[src/rtl/lite_nasti_reader.sv]
// Lite-to-NASTI read bridge: one lite read becomes one INCR burst of narrow beats.
// Define LITE_NASTI_READER_LEN_CHECK_EN to flag bursts whose r_last disagrees with len.
module lite_nasti_reader #(
  parameter int MAX_TRANSACTION  = 2,
  parameter int ID_WIDTH         = 1,
  parameter int ADDR_WIDTH       = 8,
  parameter int NASTI_DATA_WIDTH = 8,
  parameter int LITE_DATA_WIDTH  = 32,
  parameter int USER_WIDTH       = 1
) (
  input  logic                        clk,
  input  logic                        rstn,
  input  logic [ID_WIDTH-1:0]         lite_ar_id,
  input  logic [ADDR_WIDTH-1:0]       lite_ar_addr,
  input  logic [2:0]                  lite_ar_prot,
  input  logic [3:0]                  lite_ar_qos,
  input  logic [3:0]                  lite_ar_region,
  input  logic [USER_WIDTH-1:0]       lite_ar_user,
  input  logic                        lite_ar_valid,
  output logic                        lite_ar_ready,
  output logic [ID_WIDTH-1:0]         lite_r_id,
  output logic [LITE_DATA_WIDTH-1:0]  lite_r_data,
  output logic [1:0]                  lite_r_resp,
  output logic [USER_WIDTH-1:0]       lite_r_user,
  output logic                        lite_r_valid,
  input  logic                        lite_r_ready,
  output logic [ID_WIDTH-1:0]         nasti_ar_id,
  output logic [ADDR_WIDTH-1:0]       nasti_ar_addr,
  output logic [7:0]                  nasti_ar_len,
  output logic [2:0]                  nasti_ar_size,
  output logic [1:0]                  nasti_ar_burst,
  output logic                        nasti_ar_lock,
  output logic [3:0]                  nasti_ar_cache,
  output logic [2:0]                  nasti_ar_prot,
  output logic [3:0]                  nasti_ar_qos,
  output logic [3:0]                  nasti_ar_region,
  output logic [USER_WIDTH-1:0]       nasti_ar_user,
  output logic                        nasti_ar_valid,
  input  logic                        nasti_ar_ready,
  input  logic [ID_WIDTH-1:0]         nasti_r_id,
  input  logic [NASTI_DATA_WIDTH-1:0] nasti_r_data,
  input  logic [1:0]                  nasti_r_resp,
  input  logic                        nasti_r_last,
  input  logic [USER_WIDTH-1:0]       nasti_r_user,
  input  logic                        nasti_r_valid,
  output logic                        nasti_r_ready
);

  localparam int BUF = (NASTI_DATA_WIDTH < LITE_DATA_WIDTH) ?
                       NASTI_DATA_WIDTH : LITE_DATA_WIDTH;
  localparam int BEATS = LITE_DATA_WIDTH / BUF;
  localparam int CW = $clog2(BEATS + 1);
  localparam int SW = $clog2(MAX_TRANSACTION);
  localparam logic [CW-1:0] FULL_CNT = CW'(BEATS);

  localparam logic [1:0] S_FREE = 2'd0;
  localparam logic [1:0] S_PEND = 2'd1;
  localparam logic [1:0] S_DONE = 2'd2;

  if (LITE_DATA_WIDTH != 32 && LITE_DATA_WIDTH != 64) begin : g_bad_width
    $fatal(1, "lite_nasti_reader: LITE_DATA_WIDTH must be 32 or 64");
  end

  logic [1:0]            state_q [MAX_TRANSACTION];
  logic [ID_WIDTH-1:0]   id_q    [MAX_TRANSACTION];
  logic [CW-1:0]         cnt_q   [MAX_TRANSACTION];
  logic [1:0]            resp_q  [MAX_TRANSACTION];
  logic [USER_WIDTH-1:0] user_q  [MAX_TRANSACTION];
  logic [BUF-1:0]        data_q  [MAX_TRANSACTION][BEATS];

  logic          avail, conflict, r_hit, done_any;
  logic [SW-1:0] a_sel, r_sel, o_sel;
  logic          ar_fire, r_fire, o_fire;
  logic [CW-1:0] cnt_cur;
  logic [1:0]    resp_nxt;

  // Descending scan so the lowest-index match wins each select.
  always_comb begin
    avail    = 1'b0;
    conflict = 1'b0;
    r_hit    = 1'b0;
    done_any = 1'b0;
    a_sel    = '0;
    r_sel    = '0;
    o_sel    = '0;
    for (int s = MAX_TRANSACTION - 1; s >= 0; s--) begin
      if (state_q[s] == S_FREE) begin
        avail = 1'b1;
        a_sel = SW'(s);
      end
      if (state_q[s] != S_FREE && id_q[s] == lite_ar_id)
        conflict = 1'b1;
      if (state_q[s] == S_PEND && id_q[s] == nasti_r_id) begin
        r_hit = 1'b1;
        r_sel = SW'(s);
      end
      if (state_q[s] == S_DONE) begin
        done_any = 1'b1;
        o_sel    = SW'(s);
      end
    end
  end

  assign nasti_ar_valid = lite_ar_valid & avail & ~conflict;
  assign lite_ar_ready  = avail & ~conflict & nasti_ar_ready;
  assign nasti_r_ready  = r_hit;
  assign lite_r_valid   = done_any;

  assign ar_fire = nasti_ar_valid & nasti_ar_ready;
  assign r_fire  = nasti_r_valid & r_hit;
  assign o_fire  = done_any & lite_r_ready;

  always_comb begin
    cnt_cur  = cnt_q[r_sel];
    resp_nxt = resp_q[r_sel];
    if (cnt_cur == '0 || nasti_r_resp > resp_q[r_sel])
      resp_nxt = nasti_r_resp;
`ifdef LITE_NASTI_READER_LEN_CHECK_EN
    if (nasti_r_last ? (cnt_cur != CW'(BEATS - 1))
                     : (cnt_cur == CW'(BEATS - 1)))
      resp_nxt = 2'b10;
`endif
  end

  always_ff @(posedge clk or negedge rstn) begin
    if (!rstn) begin
      for (int s = 0; s < MAX_TRANSACTION; s++) begin
        state_q[s] <= S_FREE;
        id_q[s]    <= '0;
        cnt_q[s]   <= '0;
        resp_q[s]  <= '0;
        user_q[s]  <= '0;
      end
    end else begin
      for (int s = 0; s < MAX_TRANSACTION; s++) begin
        if (ar_fire && a_sel == SW'(s)) begin
          state_q[s] <= S_PEND;
          id_q[s]    <= lite_ar_id;
          cnt_q[s]   <= '0;
          resp_q[s]  <= '0;
        end
        if (r_fire && r_sel == SW'(s)) begin
          resp_q[s] <= resp_nxt;
          user_q[s] <= nasti_r_user;
          if (cnt_cur != FULL_CNT)
            cnt_q[s] <= cnt_cur + CW'(1);
          if (nasti_r_last)
            state_q[s] <= S_DONE;
        end
        if (o_fire && o_sel == SW'(s))
          state_q[s] <= S_FREE;
      end
    end
  end

  // Beats past the burst length leave the buffer untouched.
  always_ff @(posedge clk) begin
    if (r_fire) begin
      for (int b = 0; b < BEATS; b++)
        if (cnt_cur == CW'(b))
          data_q[r_sel][b] <= nasti_r_data[BUF-1:0];
    end
  end

  always_comb begin
    lite_r_data = '0;
    for (int b = 0; b < BEATS; b++)
      lite_r_data[b*BUF +: BUF] = data_q[o_sel][b];
  end

  assign lite_r_id   = id_q[o_sel];
  assign lite_r_resp = resp_q[o_sel];
  assign lite_r_user = user_q[o_sel];

  assign nasti_ar_id     = lite_ar_id;
  assign nasti_ar_addr   = lite_ar_addr;
  assign nasti_ar_len    = 8'(BEATS - 1);
  assign nasti_ar_size   = 3'($clog2(BUF / 8));
  assign nasti_ar_burst  = 2'b01;
  assign nasti_ar_lock   = 1'b0;
  assign nasti_ar_cache  = 4'b0001;
  assign nasti_ar_prot   = lite_ar_prot;
  assign nasti_ar_qos    = lite_ar_qos;
  assign nasti_ar_region = lite_ar_region;
  assign nasti_ar_user   = lite_ar_user;

endmodule

[config.mk]
export PLATFORM = sky130hd
export DESIGN_NAME = lite_nasti_reader
export DESIGN_NICKNAME = d
export VERILOG_FILES = /design/src/rtl/lite_nasti_reader.sv
export SDC_FILE = /design/constraint.sdc
export NUM_CORES = 1
export LEC_CHECK = 0
export ABC_CLOCK_PERIOD_IN_PS = 4600
export BUFFER_PORTS_ARGS = -buffer_cell sky130_fd_sc_hd__clkbuf_2
export CORE_ASPECT_RATIO = 1.2
export CORE_MARGIN = 3
export CORE_UTILIZATION = 40
export DETAILED_ROUTE_END_ITERATION = 10
export GPL_TIMING_DRIVEN = 0
export SLEW_MARGIN = 5
export SYNTH_ARGS = -nofsm -noshare
export SYNTH_HDL_FRONTEND = slang
export SYNTH_SLANG_ARGS = --single-unit
[constraint.sdc]
create_clock -name clk -period 4.6 [get_ports clk]
set_input_delay 0.23 -clock clk [delete_from_list [all_inputs] [get_ports clk]]
set_output_delay 0.23 -clock clk [all_outputs]
set_load 0.02 [all_outputs]
==> results of run 1 <==
-- metal layers --
layer | up-vias | global-route usage | part of all wire
li1 | 1144 | - | -
met1 | 1138 | 0.171 | 0.41
met2 | 80 | 0.246 | 0.52
met3 | 12 | 0.0352 | 0.057
met4 | 0 | 0.0579 | 0.014
met5 | - | 0 | 0
-- layout make-up --
class                   instances  area (µm²)  share of cell area
flip-flops and latches         82        2370               0.506
multi-input cells             151        1160               0.248
repair buffers                 80         405              0.0864
plain buffers                  45         318              0.0677
well taps                     120         150              0.0320
clock buffers                   9         124              0.0264
clock inverters                 6         113              0.0240
inverters                      12        45.0             0.00960
-- critical path: stages, from the launching register on --
cell                       delay [ns]
sky130_fd_sc_hd__dfrtp_1         0.36
sky130_fd_sc_hd__buf_2           0.16
sky130_fd_sc_hd__xnor2_1         0.20
sky130_fd_sc_hd__a211oi_4        0.54
sky130_fd_sc_hd__mux2_2          0.44
sky130_fd_sc_hd__inv_1           0.09
sky130_fd_sc_hd__ha_1            0.25
sky130_fd_sc_hd__inv_1           0.11
sky130_fd_sc_hd__nor3_1          1.01
-- cells by family after synthesis --
group / count (synthesis)
compound gates: 31
xor+xnor: 6
fa+ha+maj: 7
buf+inv: 57
flops: 82
mux: 46
other cells: 2
simple gates: 43
-- where the power goes --
part / switching [mW] / total, mW / internal, mW / leakage (nW)
logic: 0.613 / 1.03 / 0.421 / 1.07
registers: 0.0613 / 0.974 / 0.912 / 0.804
clock network: 0.258 / 0.619 / 0.361 / 0.120
total: 0.933 / 2.63 / 1.69 / 1.99
-- worst max-delay path by stage --
| stage | startpoint | end | slack (ns) | cells past startpoint |
|---|---|---|---|---|
| CTS | id_q[1]$_DFFE_PN0P_ | data_q[1][30]$_DFFE_PP_ | 1.05 | 8 |
| finish | id_q[1]$_DFFE_PN0P_ | data_q[1][30]$_DFFE_PP_ | 1.05 | 8 |
| floorplan | id_q[1]$_DFFE_PN0P_ | data_q[1][24]$_DFFE_PP_ | 1.71 | 8 |
| global placement | id_q[1]$_DFFE_PN0P_ | data_q[1][26]$_DFFE_PP_ | 1.09 | 8 |
| global route | id_q[1]$_DFFE_PN0P_ | data_q[0][28]$_DFFE_PP_ | 0.77 | 8 |
| detailed placement | id_q[1]$_DFFE_PN0P_ | data_q[1][26]$_DFFE_PP_ | 1.08 | 8 |
-- registers in the layout, summed over array words and instances (netlist names) --
name,cells
resp_q,4
data_q,64
id_q,2
state_q,4
user_q,2
cnt_q,6
-- placed cells by master (no fill, tap or decap), types with 4 or more instances in the layout --
| cell | netlist | layout |
|---|---|---|
| sky130_fd_sc_hd__clkbuf_8 | 0 | 9 |
| sky130_fd_sc_hd__nand3_1 | 6 | 6 |
| sky130_fd_sc_hd__o21ai_0 | 12 | 12 |
| sky130_fd_sc_hd__nand2_1 | 10 | 10 |
| sky130_fd_sc_hd__ha_1 | 7 | 7 |
| sky130_fd_sc_hd__inv_1 | 12 | 12 |
| sky130_fd_sc_hd__nor2b_1 | 5 | 5 |
| sky130_fd_sc_hd__nor2_1 | 6 | 6 |
| sky130_fd_sc_hd__and2_1 | 5 | 5 |
| sky130_fd_sc_hd__mux2_2 | 43 | 43 |
| sky130_fd_sc_hd__clkbuf_1 | 4 | 4 |
| sky130_fd_sc_hd__dfrtp_1 | 18 | 18 |
| sky130_fd_sc_hd__buf_4 | 39 | 39 |
| sky130_fd_sc_hd__edfxtp_1 | 64 | 64 |
| sky130_fd_sc_hd__nor3_1 | 4 | 4 |
| sky130_fd_sc_hd__conb_1 | 2 | 18 |
| sky130_fd_sc_hd__clkbuf_2 | 0 | 79 |
==> summary by stage, run 1 <==
Logic synthesis
The most common cell in the netlist is sky130_fd_sc_hd__edfxtp_1. After synthesis the cells add up to 0.00383 mm². Of the total synthesized cell area, the portion taken by AND, OR, NAND and NOR gates is 0.0574.

Synthesis inferred 82 register bits. The complex-gate fraction of the synthesized area was 0.0568. By area the synthesized netlist is led by sky130_fd_sc_hd__edfxtp_1 (50%), sky130_fd_sc_hd__mux2_2 (13%), sky130_fd_sc_hd__dfrtp_1 (12%).

The mean instance size in the synthesized netlist is 14.0 µm². The proportion of netlist area held by the largest area contributor is 0.501. The share of the synthesized netlist area taken by xor and xnor gates is 0.0137.

By area, the combinational part of the netlist is dominated by multiplexers. The most instantiated flip-flop cell in the synthesis netlist is sky130_fd_sc_hd__edfxtp_1. For this run, the register share of the synthesized area comes to 0.619.

Synthesis produced 274 cells. Of all flip-flops after synthesis, the portion carrying an async set or reset was 0.220. Summed over all instances, the cell type with the most area after synthesis is sky130_fd_sc_hd__edfxtp_1. For this run, the number of Yosys warnings is 0. The portion of synthesized area spent on multiplexers is 0.134. Synthesis instantiated 36 different standard cells from the library. The number of enable flip-flop cells after synthesis is 64. The commonest cells after synthesis are sky130_fd_sc_hd__edfxtp_1 (64), sky130_fd_sc_hd__mux2_2 (43), sky130_fd_sc_hd__buf_4 (39). Of the total synthesized cell area, the portion taken by full adders, half adders and majority gates is 0.0228.

Detailed routing
The number of remaining DRC errors is 0. After detailed routing, the number of vias per cell comes to 4.70. The via total after detailed routing is 2374. The aggregate routed wire length is 7440 µm. In this run the remaining antenna-violating nets after routing total 0.

The detailed router's first-iteration violation count is 52. The routed wirelength normalized by instance count is 14.7 µm. The first-pass detailed-route iteration total is 4.

Hold path
The startpoint identified for the worst hold timing path is lite_r_ready. The count of cells along the worst hold path is 2. The worst hold path terminates at state_q[1]$_DFF_PN0_.

In this run the worst hold path is classified as input pin to flop.

Worst setup path
The logic depth of the worst register-to-register path is 8. The largest fanout on the critical path is 8. The sort of element at the start of the critical path is a flop. In this run the critical register-to-register path is captured at data_q[1][30]$_DFFE_PP_. The worst setup path is of the flop to flop kind. The internal reg-to-reg setup slack is 1.05 ns. In this run the critical register-to-register path is launched from id_q[1]$_DFFE_PN0P_. STA puts the critical path data arrival time at 3.51 ns. The nature of the critical path endpoint is a flop.

The critical path data required time is 4.56 ns.

Clocking
Once the clock tree was built, the setup fixing pass inserted 0 buffers. The number of resized instances in the post-cts repair step is 0. After clock tree synthesis, the flow added hold-fix buffers numbering 1. The number of H-tree levels is 3. The later-pin clock latency in the skew report is 0.35 ns. The clock drives 82 sinks.

The clock transition at the registers of the reported paths is 0.08 ns. The number of clock buffers inserted by TritonCTS is 9. The tree is rooted in a sky130_fd_sc_hd__clkbuf_8. Counting along the longest clock path gives a buffer depth of 2. TritonCTS built the clock tree.

Finish
Of the cells placed in the final design, the portion with a size suffix greater than 1 is 0.473. The net total in the final layout is 428. The filler cell count in the final layout is 837. 0 antenna diodes ended up in the layout. The final core utilization is 0.511.

The final design area excluding fillers is 0.00469 mm². The layout overhead on the synthesized area is 22.3%. The finished layout holds 505 standard cells, fillers aside.

Placed design
Once detailed placement completed, the half-perimeter wirelength came to 5350 µm. During placement, the flow inserted port buffers numbering 79. The number of placed instances with taps included is 489. After detailed placement, the total cell area comes to 0.00444 mm². The placer's final routability congestion estimate is 0.789. The worst setup slack after placement is 1.08 ns.

Global route
The number of global-route vias before repair came to 2342. The first global-routing pass estimated 11700 µm of wire. For this run, the total global-route usage over all layers was measured as 0.143. The maximum number of pins on one net before global-route repair is 19. After global routing the overflow that remains totals 0. The number of antenna violations at the first check in global routing is 0.

Floorplanning
The die is 95.4 µm wide. The die height is 113 µm. The total core area is 0.00918 mm². The floorplan has 38 rows. The starting density of the core is 0.418.

The floorplan step defined a die boundary enclosing 0.0108 mm². The I/O pin total is 119.

Timing
At the pin with the least slew margin, the transition time is 1.33 ns. Setup violations remaining at the end of the flow were counted as 0. The worst clock skew is 0.00865 ns. Setup slack on the critical path of the routed design comes to 1.05 ns. Measured against its own limit, the worst slew margin works out to 0.111.

On the final layout, the worst hold slack is 0.0701 ns. The peak clock frequency supported by timing is 282 MHz. After layout, the minimum clock period comes to 3.55 ns. The ratio of final minimum period to clock period is 0.771. The final hold violation count is 0. The final total negative setup slack is 0 ns. The final number of max-transition violations is 0.

Setup repair after global routing left no endpoint under its margin.

Status
The flow ran to the end, and the final reports show no timing, DRC or antenna violations.

Pwr
In this run the static leakage power is 1.99 nW. The design draws 2.63 mW. IR analysis of the VDD net gives a maximum drop of 0.000306 V. The power density over the cells is 560 mW/mm².

Job
Max-cap violations in this run came to 0.
Power figures use the tool's default switching activity.
==> inputs of run 2 (changes only) <==
Settings changed: ABC_CLOCK_PERIOD_IN_PS 4600 to 3700.
Clock period 4.6 ns to 3.7 ns, I/O delays scaled along.
==> run 2 against run 1 <==
Wire length is 0.44% lower. Worst hold slack got worse by 0.044 ns. First-iteration DRC count grew 44%. Via count fell by 0.38%. Sequential share of layout area decreased by 0.11 points. Sequential cell count stayed put. Critical path depth shrank 1. Largest cell class unchanged. Largest power group unchanged. Highest routed layer unchanged.
==> summary by stage, run 2 (synthesis gave the netlist of run 1 again) <==
Detailed routing
The via total after detailed routing is 2365 (was 2374). The aggregate routed wire length is 7400 µm (was 7440 µm). The number of remaining DRC errors is 0 (unchanged).

The routed wirelength normalized by instance count is 14.7 µm (about the same). The via density per instance is 4.68 (was 4.70). The first-pass detailed-route iteration total is 4 (unchanged).

The detailed router's first-iteration violation count is 75 (was 52). The antenna violation net count after detailed routing was 0 (unchanged).

Clocking
The number of clock buffers inserted by TritonCTS came to 9 (unchanged). The master cell of the clock root buffer is sky130_fd_sc_hd__clkbuf_8 (unchanged). The number of H-tree levels is 3 (unchanged).

The later-pin clock latency in the skew report is 0.34 ns (was 0.35 ns). The clock transition at the registers of the reported paths is 0.08 ns (about the same). The clock sink total was 82 (unchanged).

The maximum clock insertion buffer count is 2 (unchanged). The clock tree from TritonCTS is done (unchanged).

Floorplanning
The die area is 0.0108 mm² (unchanged). The starting density of the core was 0.418 (unchanged). The total core area is 0.00918 mm² (unchanged). The I/O pin total is 119 (unchanged). The die boundary width was 95.4 µm (unchanged). The row count is 38 (unchanged).

The die height is 113 µm (unchanged).

Worst setup path
The data arrival time at the worst-slack endpoint came to 3.34 ns (was 3.51 ns). The type of the worst setup path is flop to flop (unchanged). The critical path data required time is 3.65 ns (was 4.56 ns). The nature of the critical path endpoint is a flop (unchanged). The sort of element at the start of the critical path was a flop (unchanged).

The largest fanout on the critical path is 8 (unchanged).

Hold path
The worst hold path class is input pin to flop (unchanged).

Placed design
The worst setup slack after placement came to 0.176 ns (was 1.08 ns). The cell area after placement came to 0.00444 mm² (unchanged). The placer's final routability congestion estimate is 0.789 (unchanged). The estimated wirelength of the detail-placed design was 5350 µm (unchanged). The count of input and output buffers is 79 (unchanged).

Pwr
The leakage power is 2.00 nW (was 1.99 nW). The largest voltage drop on the vdd net is 0.000379 V (was 0.000306 V). The power density over the cells was 695 mW/mm² (was 560 mW/mm²).

Timing
The ratio of final minimum period to clock period came to 0.915 (was 0.771). The final number of max-transition violations is 0 (unchanged). The clock period minus worst slack was 3.38 ns (was 3.55 ns). The peak clock frequency supported by timing is 295 MHz (was 282 MHz). RSZ-0062 raised after global routing: no (unchanged).

The final hold violation count is 0 (unchanged). The worst-case setup margin in the final layout is 0.315 ns (was 1.05 ns). The relative max-transition margin came to 0.102 (was 0.111).

The final hold slack was 0.0260 ns (was 0.0701 ns). The number of endpoints failing setup at the final stage is 0 (unchanged). The worst clock skew is 0.00884 ns (was 0.00865 ns). The slew of the pin with the lowest slew margin is 1.34 ns (was 1.33 ns). The final total negative setup slack is 0 ns (unchanged).

Job
The number of maximum-capacitance constraint violations came to 0 (unchanged).

Status
Run status: complete, no violations (unchanged).

Global route
The wire length of the first global-routing pass came to 11700 µm (unchanged). The maximum number of pins on one net before global-route repair is 19 (unchanged). The leftover overflow at the end of global routing came to 0 (unchanged). The number of antenna violations at the first check in global routing came to 0 (unchanged). The global-route total usage across every layer is 0.143 (unchanged).

The number of global-route vias before repair is 2342 (unchanged).

Finish
Leading registers by flop count: data_q: 64 flops, cnt_q: 6 flops (unchanged). The proportion of layout cells with a drive suffix above 1 came to 0.478 (was 0.473). The final core utilization is 0.512 (was 0.511). The count of antenna diodes in the layout was 0 (unchanged).

The most common library cell in the layout ignoring fill and taps is sky130_fd_sc_hd__clkbuf_2 (unchanged). The layout overhead on the synthesized area is 22.6% (was 22.3%). The largest register by flop count is data_q (unchanged). The net total in the final layout came to 428 (unchanged).

The number of flip-flops under the largest register name is 64 (unchanged). Commonest cells after routing, fill and taps aside: sky130_fd_sc_hd__clkbuf_2 (79), sky130_fd_sc_hd__edfxtp_1 (64), sky130_fd_sc_hd__mux2_2 (43) (unchanged). The final design area excluding fillers is 0.00470 mm² (was 0.00469 mm²).
-- run 2: cell counts in the layout (fill, tap and decap cells not counted) --
Identical to the previous run, type by type.
-- run 2: per-stage QoR --
step                cells  total power [mW]
CTS                   505              3.29
floorplan             290              2.18
detailed placement    489              2.53
global placement      489              2.51
global route          505              3.50
finish                505              3.27
-- run 2: area by class of cell --
class	instances	area [µm²]
repair buffers	80	405
flip-flops and latches	82	2370
clock inverters	6	113
well taps	120	150
plain buffers	45	318
clock buffers	9	124
multi-input cells	151	1170
fillers	834	4470
inverters	12	45.0
-- run 2: what timing repair did --
action	in CTS	in global routing
hold endpoints to repair	18	0
gates resized for setup	0	2
endpoints found under the setup margin	0	16
hold buffers	1	0
setup buffers	0	0
-- run 2: routing by layer --
metal  global-route usage  wire [µm]
met1                0.171       2960
met2                0.246       3880
met3               0.0352        459
met4               0.0579        106
met5                    0          0
-- run 2: power breakdown --
| part | leakage [nW] | switching, mW | internal [mW] |
|---|---|---|---|
| Clock | 0.120 | 0.319 | 0.448 |
| Combinational | 1.07 | 0.764 | 0.524 |
| Sequential | 0.804 | 0.0770 | 1.13 |
| Total | 2.00 | 1.16 | 2.11 |
-- run 2: critical path, cell delays in order, from the launching register on --
cell                       delay (ns)
sky130_fd_sc_hd__dfrtp_1         0.36
sky130_fd_sc_hd__buf_2           0.16
sky130_fd_sc_hd__xnor2_1         0.20
sky130_fd_sc_hd__a211oi_4        0.53
sky130_fd_sc_hd__mux2_2          0.43
sky130_fd_sc_hd__inv_1           0.08
sky130_fd_sc_hd__ha_1            0.16
sky130_fd_sc_hd__nor3b_1         1.06
-- run 2: final timing paths --
path	startpoint	end	slack [ns]	cells past startpoint
worst min register to register	user_q[1]$_DFFE_PN0N_	user_q[1]$_DFFE_PN0N_	0.48	2
worst min-delay path	lite_r_ready	state_q[1]$_DFF_PN0_	0.03	2
min in group asynchronous	rstn	user_q[0]$_DFFE_PN0N_	0.32	2
max in group asynchronous	rstn	cnt_q[5]$_DFF_PN0_	3.06	2
worst max-delay path	id_q[1]$_DFFE_PN0P_	data_q[0][22]$_DFFE_PP_	0.32	7
worst max register to register	id_q[1]$_DFFE_PN0P_	data_q[0][22]$_DFFE_PP_	0.32	7
==> inputs of run 3 (changes only) <==
Settings changed: RECOVER_POWER set to 50.
==> run 3 against run 2 <==
Global-route usage is the same. Setup slack lost 0.029 ns. Sequential cell count is the same. Register-to-register slack lost 0.03 ns. Sequential power is essentially flat. Sequential share of layout area grew 0.46 points. Critical path depth is the same. Critical path type unchanged. Critical endpoint unchanged. Largest cell class unchanged.
==> summary by stage, run 3 (synthesis gave the netlist of run 1 again) <==
Floorplanning
The die boundary width is 95.4 µm (unchanged). The row count came to 38 (unchanged). The die area was 0.0108 mm² (unchanged).

The total core area is 0.00918 mm² (unchanged). The die height is 113 µm (unchanged). The I/O pin total is 119 (unchanged). The starting density of the core was 0.418 (unchanged).

Job
The number of maximum-capacitance constraint violations was 0 (unchanged).

Worst setup path
The cell with the largest stage delay on the worst path is sky130_fd_sc_hd__nor3b_1 (unchanged). The endpoint of the worst setup timing path was data_q[0][22]$_DFFE_PP_ (unchanged). The type of the worst setup path was flop to flop (unchanged). The logic depth of the worst register-to-register path is 7 (unchanged). The largest fanout on the critical path came to 8 (unchanged). The cell family contributing the most delay on the critical path is simple AND/OR/NAND/NOR gates (unchanged). The critical path data required time was 3.65 ns (about the same). The startpoint of the most critical register-to-register path is id_q[0]$_DFFE_PN0P_ (was id_q[1]$_DFFE_PN0P_). The peak per-stage delay on the critical path is 1.07 ns (was 1.06 ns). The combined buffer and inverter count along the critical path came to 2 (unchanged). The critical path depth in cells was 7 (unchanged). The data arrival time at the worst-slack endpoint is 3.37 ns (was 3.34 ns).

The start point of the critical path was id_q[0]$_DFFE_PN0P_ (was id_q[1]$_DFFE_PN0P_). The sort of element at the start of the critical path is a flop (unchanged). Critical Path, Cell by Cell: clkbuf_1 > xor2_1 > a211oi_4 > mux2_2 > inv_1 > ha_1 > nor3b_1 (was buf_2 > xnor2_1 > a211oi_4 > mux2_2 > inv_1 > ha_1 > nor3b_1). The nature of the critical path endpoint is a flop (unchanged). The terminus of the critical flop-to-flop path is data_q[0][22]$_DFFE_PP_ (unchanged).

The internal reg-to-reg setup slack is 0.29 ns (was 0.32 ns).

Global route
The wire length of the first global-routing pass is 11700 µm (unchanged). The maximum number of pins on one net before global-route repair is 19 (unchanged). The global-route total usage across every layer is 0.143 (unchanged).

The leftover overflow at the end of global routing came to 0 (unchanged). The number of antenna violations at the first check in global routing is 0 (unchanged). The number of global-route vias before repair is 2342 (unchanged).

Finish
The final cell count without fillers is 505 (unchanged). The largest register by flop count is data_q (unchanged). The final core utilization came to 0.508 (was 0.512). The count of antenna diodes in the layout was 0 (unchanged). The proportion of layout cells with a drive suffix above 1 came to 0.390 (was 0.478). Leading registers by flop count: data_q: 64 flops, cnt_q: 6 flops (unchanged).

The number of flip-flops under the largest register name is 64 (unchanged). Commonest cells after routing, fill and taps aside: sky130_fd_sc_hd__edfxtp_1 (64), sky130_fd_sc_hd__clkbuf_2 (46), sky130_fd_sc_hd__mux2_2 (43) (was sky130_fd_sc_hd__clkbuf_2 (79), sky130_fd_sc_hd__edfxtp_1 (64), sky130_fd_sc_hd__mux2_2 (43)). The most common library cell in the layout ignoring fill and taps is sky130_fd_sc_hd__edfxtp_1 (was sky130_fd_sc_hd__clkbuf_2). The layout overhead on the synthesized area is 21.5% (was 22.6%).

The net total in the final layout is 428 (unchanged).

Detailed routing
The aggregate routed wire length is 7420 µm (was 7400 µm). The routed wirelength normalized by instance count is 14.7 µm (about the same). The antenna violation net count after detailed routing was 0 (unchanged). The via density per instance is 4.68 (about the same). The first-pass detailed-route iteration total came to 4 (unchanged). The number of remaining DRC errors is 0 (unchanged). The detailed router's first-iteration violation count is 65 (was 75). The via total after detailed routing came to 2362 (was 2365).

Timing
The number of endpoints failing setup at the final stage is 0 (unchanged). RSZ-0062 raised after global routing: no (unchanged). The final hold violation count is 0 (unchanged). The clock period minus worst slack came to 3.41 ns (was 3.38 ns).

The final number of max-transition violations is 0 (unchanged). The worst-case setup margin in the final layout is 0.286 ns (was 0.315 ns). The final total negative setup slack was 0 ns (unchanged).

The relative max-transition margin is 0.100 (was 0.102). The ratio of final minimum period to clock period is 0.923 (was 0.915). The slew of the pin with the lowest slew margin is 1.35 ns (was 1.34 ns). The worst clock skew is 0.00876 ns (was 0.00884 ns). The peak clock frequency supported by timing is 293 MHz (was 295 MHz).

Placed design
The worst setup slack after placement was 0.176 ns (unchanged). The placer's final routability congestion estimate was 0.789 (unchanged). The estimated wirelength of the detail-placed design came to 5350 µm (unchanged). The number of placed instances with taps included was 489 (unchanged). The count of input and output buffers came to 79 (unchanged).

Clocking
The number of H-tree levels came to 3 (unchanged). The maximum clock insertion buffer count is 2 (unchanged). The clock tree from TritonCTS was done (unchanged). The clock sink total is 82 (unchanged).

The number of clock buffers inserted by TritonCTS came to 9 (unchanged). The number of buffers inserted to repair setup after CTS was 0 (unchanged). The master cell of the clock root buffer is sky130_fd_sc_hd__clkbuf_8 (unchanged). The later-pin clock latency in the skew report was 0.34 ns (about the same).

The clock transition at the registers of the reported paths was 0.08 ns (about the same).

Pwr
The leakage power was 1.89 nW (was 2.00 nW). The power density over the cells is 698 mW/mm² (was 695 mW/mm²). The largest voltage drop on the vdd net was 0.000371 V (was 0.000379 V). The post-layout total power was 3.25 mW (was 3.27 mW).

Hold path
The hold path startpoint is lite_r_ready (unchanged). The worst hold path class is input pin to flop (unchanged).

Status
Run status: complete, no violations (unchanged).
[run 3: changes by cell type in the layout (fill, tap and decap cells not counted), sizes merged]
cell    before  now
clkbuf      92   93
buf         41   40
[run 3: metrics by stage]
| step | cell area, µm² | hold slack (ns) |
|---|---|---|
| 3_5_place_dp | 4440 | 0.170 |
| 2_1_floorplan | 3890 | -0.111 |
| 4_1_cts | 4690 | 0.00667 |
| 5_1_grt | 4660 | 0.0266 |
| 6_report | 4660 | 0.0333 |
| 3_3_place_gp | 4440 | 0.164 |
[run 3: what timing repair did]
| action | in CTS | in global routing |
|---|---|---|
| resized for setup | 0 | 2 |
| hold buffers | 1 | 0 |
| hold endpoints to repair | 18 | 0 |
| endpoints found under the setup margin | 0 | 16 |
[run 3: cell type report]
cell class | instances | area [µm²]
well taps | 120 | 150
fillers | 845 | 4520
clock inverters | 6 | 113
plain buffers | 45 | 317
clock buffers | 9 | 124
inverters | 12 | 45.0
repair buffers | 80 | 364
flip-flops and latches | 82 | 2370
multi-input cells | 151 | 1170
[run 3: worst min-delay path by stage]
stage | end | cells after the start | slack, ns
2_1_floorplan | cnt_q[0]$_DFF_PN0_ | 0 | -0.11
3_3_place_gp | user_q[0]$_DFFE_PN0N_ | 1 | 0.16
3_5_place_dp | user_q[0]$_DFFE_PN0N_ | 1 | 0.17
4_1_cts | state_q[1]$_DFF_PN0_ | 2 | 0.007
5_1_grt | state_q[1]$_DFF_PN0_ | 2 | 0.03
6_report | state_q[1]$_DFF_PN0_ | 2 | 0.03
[run 3: report_power, final]
group          internal, mW  switching [mW]
Sequential             1.13          0.0763
Combinational         0.512           0.763
Clock                 0.448           0.319
[run 3: per-layer routing]
| layer | track usage | routed length [µm] |
|---|---|---|
| met1 | 0.171 | 2960 |
| met5 | 0 | 0 |
| met2 | 0.246 | 3910 |
| met4 | 0.0579 | 101 |
| met3 | 0.0352 | 449 |
